**config.mk**
```make
export PLATFORM = sky130hd
export DESIGN_NAME = dnn_result_argmax
export DESIGN_NICKNAME = d
export VERILOG_FILES = /design/src/rtl/dnn_result_argmax.sv
export SDC_FILE = /design/constraint.sdc
export NUM_CORES = 1
export LEC_CHECK = 0
export BUFFER_PORTS_ARGS = -buffer_cell sky130_fd_sc_hd__buf_2
export CAP_MARGIN = 20
export CORE_ASPECT_RATIO = 1.75
export CORE_UTILIZATION = 38
export DETAILED_ROUTE_END_ITERATION = 10
export MAX_ROUTING_LAYER = met4
export PLACE_DENSITY = 0.62
export SLEW_MARGIN = 20
export SYNTH_ARGS = -nofsm -noshare
export SYNTH_HDL_FRONTEND = slang
export SYNTH_SLANG_ARGS = --single-unit
export TNS_END_PERCENT = 30
```
**constraint.sdc**
```tcl
create_clock -name clk -period 3.4 [get_ports clk]
set_input_delay 0 -clock clk [delete_from_list [all_inputs] [get_ports clk]]
set_output_delay 0 -clock clk [all_outputs]
set_load 0.1 [all_outputs]
```
**src/rtl/dnn_result_argmax.sv**
```systemverilog
// Result stage: snapshots engine class scores, scans them for the argmax, and offers a registered score readout.
// Optional tie output is built when ARGMAX_TIE_FLAG_EN is defined.
module dnn_result_argmax #(
  parameter int NUM_CLASSES = 10,
  parameter int DATA_WIDTH  = 3,
  parameter int IDX_WIDTH   = 4
) (
  input  logic                              clk,
  input  logic                              rst,
  input  logic                              in_valid,
  input  logic [NUM_CLASSES*DATA_WIDTH-1:0] in_data,
  input  logic                              clear,
  output logic                              busy,
  output logic                              res_valid,
  output logic [IDX_WIDTH-1:0]              class_idx,
  output logic [DATA_WIDTH-1:0]             class_score,
  input  logic [IDX_WIDTH-1:0]              rd_idx,
  output logic [DATA_WIDTH-1:0]             rd_data
`ifdef ARGMAX_TIE_FLAG_EN
  ,
  output logic                              tie
`endif
);

  // state   | meaning
  // IDLE    | no result, waiting for engine done
  // CAPTURE | scores snapshotted, best seeded with class 0
  // SCAN    | comparing class cnt against best, one per cycle
  // DONE    | result valid and held

  typedef enum logic [1:0] {S_IDLE, S_CAPTURE, S_SCAN, S_DONE} state_t;

  state_t                        state_q, state_d;
  logic signed [DATA_WIDTH-1:0]  bank_q [NUM_CLASSES];
  logic [IDX_WIDTH-1:0]          cnt_q, cnt_d;
  logic [IDX_WIDTH-1:0]          best_idx_q, best_idx_d;
  logic signed [DATA_WIDTH-1:0]  best_score_q, best_score_d;
  logic [IDX_WIDTH-1:0]          res_idx_q, res_idx_d;
  logic [DATA_WIDTH-1:0]         res_score_q, res_score_d;
  logic [DATA_WIDTH-1:0]         rd_data_q;
  logic signed [DATA_WIDTH-1:0]  cand;
  logic signed [DATA_WIDTH-1:0]  rd_sel;
  logic                          accept;
`ifdef ARGMAX_TIE_FLAG_EN
  logic                          tie_run_q, tie_run_d;
  logic                          tie_q, tie_d;
`endif

  always_comb begin
    cand = bank_q[0];
    rd_sel = bank_q[0];
    for (int k = 0; k < NUM_CLASSES; k++) begin
      if (cnt_q == IDX_WIDTH'(k)) cand = bank_q[k];
      if (rd_idx == IDX_WIDTH'(k)) rd_sel = bank_q[k];
    end
  end

  assign accept = in_valid && !clear && (state_q == S_IDLE || state_q == S_DONE);

  always_comb begin
    state_d      = state_q;
    cnt_d        = cnt_q;
    best_idx_d   = best_idx_q;
    best_score_d = best_score_q;
    res_idx_d    = res_idx_q;
    res_score_d  = res_score_q;
`ifdef ARGMAX_TIE_FLAG_EN
    tie_run_d    = tie_run_q;
    tie_d        = tie_q;
`endif
    case (state_q)
      S_CAPTURE: state_d = S_SCAN;
      S_SCAN: begin
        // strictly greater replaces, so ties keep the lower index
        if (cand > best_score_q) begin
          best_idx_d   = cnt_q;
          best_score_d = cand;
`ifdef ARGMAX_TIE_FLAG_EN
          tie_run_d    = 1'b0;
`endif
        end
`ifdef ARGMAX_TIE_FLAG_EN
        else if (cand == best_score_q) begin
          tie_run_d = 1'b1;
        end
`endif
        cnt_d = cnt_q + IDX_WIDTH'(1);
        if (cnt_q == IDX_WIDTH'(NUM_CLASSES - 1)) begin
          state_d     = S_DONE;
          res_idx_d   = best_idx_d;
          res_score_d = best_score_d;
`ifdef ARGMAX_TIE_FLAG_EN
          tie_d       = tie_run_d;
`endif
        end
      end
      default: ;
    endcase
    if (accept) begin
      state_d      = S_CAPTURE;
      cnt_d        = IDX_WIDTH'(1);
      best_idx_d   = '0;
      best_score_d = in_data[DATA_WIDTH-1:0];
`ifdef ARGMAX_TIE_FLAG_EN
      tie_run_d    = 1'b0;
      tie_d        = 1'b0;
`endif
    end
    if (clear) state_d = S_IDLE;
  end

  always_ff @(posedge clk or negedge rst) begin
    if (!rst) begin
      state_q      <= S_IDLE;
      cnt_q        <= '0;
      best_idx_q   <= '0;
      best_score_q <= '0;
      res_idx_q    <= '0;
      res_score_q  <= '0;
      rd_data_q    <= '0;
      for (int k = 0; k < NUM_CLASSES; k++) bank_q[k] <= '0;
`ifdef ARGMAX_TIE_FLAG_EN
      tie_run_q    <= 1'b0;
      tie_q        <= 1'b0;
`endif
    end else begin
      state_q      <= state_d;
      cnt_q        <= cnt_d;
      best_idx_q   <= best_idx_d;
      best_score_q <= best_score_d;
      res_idx_q    <= res_idx_d;
      res_score_q  <= res_score_d;
      rd_data_q    <= rd_sel;
      if (accept) begin
        for (int k = 0; k < NUM_CLASSES; k++) bank_q[k] <= in_data[k*DATA_WIDTH +: DATA_WIDTH];
      end
`ifdef ARGMAX_TIE_FLAG_EN
      tie_run_q    <= tie_run_d;
      tie_q        <= tie_d;
`endif
    end
  end

  assign busy        = (state_q == S_CAPTURE) || (state_q == S_SCAN);
  assign res_valid   = (state_q == S_DONE);
  assign class_idx   = res_idx_q;
  assign class_score = res_score_q;
  assign rd_data     = rd_data_q;
`ifdef ARGMAX_TIE_FLAG_EN
  assign tie         = tie_q;
`endif

endmodule

```
==> run_results.csv <==
group,metric,value,unit
pwr,worst_ir_drop_vdd,0.581,mV
detailed_routing,vias,2897,
die,die-height,123,um
die,design.core.area,8020,um2
timing,setup-violations-final,0,
global_route,grt_start_max_net_pins,42,
synth,synthFlopType,"dfrtp_1",
timing,timing.setup.tns,0,ns
synth,yosysTopAreaCell,"dfrtp_1",
cells_and_area,final_net_count,496,
timing,tmin_final,3.13,ns
synth,netlist_top_cells_area,"dfrtp_1 42%, nand2_1 12%, mux2i_1 6.0%, ha_1 3.9%, o21ai_0 3.8%",
placed_design,port_buffers,49,
die,fp-row-count,43,
pwr,total_leakage_power,1.96,nW
clocking,tritoncts,"built",
worst_setup_path,criticalPathCategory,"register to register",
synth,avgSynthCellArea,8.62,um2
min_path,path_type_of_the_worst_min_delay_path,"input port to register",
die,design.portCount,50,
worst_setup_path,timing.critical_path.arrival,3.28,ns
cells_and_area,drive_above_1_share,0.185,
synth,synth-seq-cells,53,
timing,grt_setup_unrepaired,"false",
worst_setup_path,crit_path_end_kind,"register",
synth,syn-num-nets,418,
cells_and_area,design_area,4010,um2
timing,maxSlewViolCount,0,
synth,yosysSeqAreaShare,0.416,
detailed_routing,first_pass_iters,4,
worst_setup_path,worstSetupStartpointType,"register",
timing,layout_setup_ws,0.268,ns
timing,worst_clock_skew,0.00753,ns
timing,timing_hold_violations_final,0,
die,chipWidth,71.2,um
placed_design,placed_wire_length_estimate_after_detailed_placement,6160,um
synth,synthDominantCellAreaShare,0.416,
global_route,grt.overflow.total,0,
run,max_cap_violations,0,
die,die_area,8770,um2
timing,relSlewSlack,0.455,
synth,synth-edff-count,0,
clocking,cts-buffers-inserted,5,
detailed_routing,postRouteWirelength,8460,um
synth,post_syn_instances,370,
global_route,grt_antenna_before_repair,0,
detailed_routing,drt.antenna.violating_nets,0,
clocking,htree_num_levels,2,
clocking,clk_path_buf_depth,2,
global_route,number_of_global_route_vias_before_repair,2827,
synth,synth-async-reset-ratio,1.00,
detailed_routing,drc,0,
synth,post_synth_instance_area,3190,um2
worst_setup_path,critical_path_peak_fanout,11,
clocking,number_of_sinks_driven_by_the_clock_tree,53,
timing,ratio_of_final_minimum_period_to_clock_period,0.921,
timing,fmaxAchievable,0.319,GHz
cells_and_area,area_growth_syn_to_layout,25.8,%
detailed_routing,drtIter0Drc,186,
placed_design,placed_area,3500,um2
worst_setup_path,worst-endpoint-required,3.55,ns
detailed_routing,drt-vias-per-instance,5.37,
pwr,totalPowerFinal,3.26,mW
global_route,groute.usage.overall,0.212,
synth,yosysWarningCount,0,
clocking,clock_insertion_delay_worst_skew,0.30,ns
run_status,outcome,"finished clean",
synth,yosys.cell_types.count,57,
timing,worstMarginPinSlew,0.817,ns
placed_design,routabilityCongestion,0.933,
clocking,ctsRootBufferMaster,"clkbuf_16",
clocking,clkSlewWorstSetupHoldPaths,0.07,ns
global_route,grt_pass1_wl,13800,um
pwr,power_per_cell_area,812,nW/um2
timing,hold_slack,0.159,ns
synth,yosysMostFrequentCell,"nand2_1",
die,floorplan.initialDensity,0.398,
placed_design,dpl_worst_slack,0.128,ns
synth,synth_top_cells_by_count,"105 x nand2_1, 53 x dfrtp_1, 24 x o21ai_0",
detailed_routing,route.detailed.wl_per_inst,15.7,um
cells_and_area,antenna_cells_inserted,0,
[placed cells by master, fill, tap and decap left out, types with 3 or more instances in the layout]
cell	synthesis	routed
nand2_1	105	105
dfrtp_1	53	51
buf_2	8	49
dlygate4sd3_1	0	34
o21ai_0	24	24
mux2i_1	19	19
inv_1	17	17
nor2_1	16	15
nor2b_1	12	12
buf_4	4	11
a21oi_1	10	10
ha_1	10	10
a221oi_1	5	5
clkbuf_16	0	5
o221ai_1	4	4
a31oi_1	4	4
a22o_1	4	4
nor3b_1	3	3
nor3_1	3	3
nand2b_1	3	3
o21a_1	3	3
o211ai_1	3	3
a31o_2	3	3
o21ai_1	3	3
a22oi_1	3	3
[layer usage]
| metal | part of all wire | up-vias | wire (um) | track usage |
|---|---|---|---|---|
| met1 | 0.39 | 1389 | 3320 | 0.235 |
| met4 | 0.031 | 0 | 261 | 0.0888 |
| met3 | 0.040 | 18 | 340 | 0.0318 |
| met5 | 0 | - | 0 | - |
| met2 | 0.54 | 70 | 4530 | 0.376 |
| li1 | - | 1420 | - | - |
[stage by stage]
step	util	std cells
6_report	0.500	539
3_5_place_dp	0.436	495
3_3_place_gp	0.436	495
4_1_cts	0.497	537
5_1_grt	0.500	539
2_1_floorplan	-	370
[registers in the layout, indices dropped and copies added, names as in the netlist]
register and count:
bank_q 30, best_score_q 3, state_q 2, best_idx_q 4
cnt_q 4, rd_data 3, class_score 3, class_idx 4
[what timing repair did]
| action | in CTS | in global routing |
|---|---|---|
| hold buffers | 34 | 0 |
| gates resized for setup | 0 | 3 |
| setup endpoints to repair | 0 | 14 |
| buffers inserted | 0 | 2 |
| endpoints found under the hold margin | 68 | 0 |
[path summary, 6_finish.rpt]
path / cells past startpoint / startpoint / slack [ns] / end
worst max-delay path: 14 / cnt_q[1] / 0.27 / class_score[2]
worst min-delay path: 4 / rd_idx[3] / 0.16 / rd_data[0]
worst max register to register: 14 / cnt_q[1] / 0.27 / class_score[2]
worst min register to register: 2 / class_idx[3] / 0.50 / class_idx[3]
max in group asynchronous: 3 / rst / 2.32 / bank_q[14]
min in group asynchronous: 2 / rst / 0.34 / bank_q[1]
[cells by family (layout without fill, tap and decap cells)]
kind of cell	Yosys count	after routing	synth area share
buf+inv	40	119	0.0577
simple gates	160	160	0.227
compound gates	83	83	0.181
fa+ha+maj	10	10	0.0392
mux	21	21	0.0702
flops	53	53	0.416
xor+xnor	3	3	0.00824
[worst max-delay path: stages, from the launching register on]
cell and delay [ns]:
dfrtp_2 0.42, inv_1 0.08, ha_1 0.26, buf_4 0.20, nor2b_1 0.14, o21ai_1 0.16
a221oi_1 0.10, o211ai_1 0.35, nand2_1 0.10, ha_1 0.28, nand2_1 0.10, o31ai_4 0.09
mux2i_4 0.33, mux2i_1 0.25, o21ai_0 0.11
[cell type report]
cell class / count / area (um2)
clock buffer: 5 / 125
clock inverter: 3 / 25.0
tap: 90 / 113
sequential: 53 / 1330
fill: 754 / 4010
multi-input combinational: 277 / 1690
timing repair buffer: 94 / 668
inverter: 17 / 63.8
[report_power, final]
group          leakage (nW)  internal [mW]  switching [mW]
Clock                0.0704          0.277           0.232
Sequential            0.671          0.805           0.196
Combinational          1.22          0.730            1.02
Note: power is estimated with default switching activity, not from simulation.
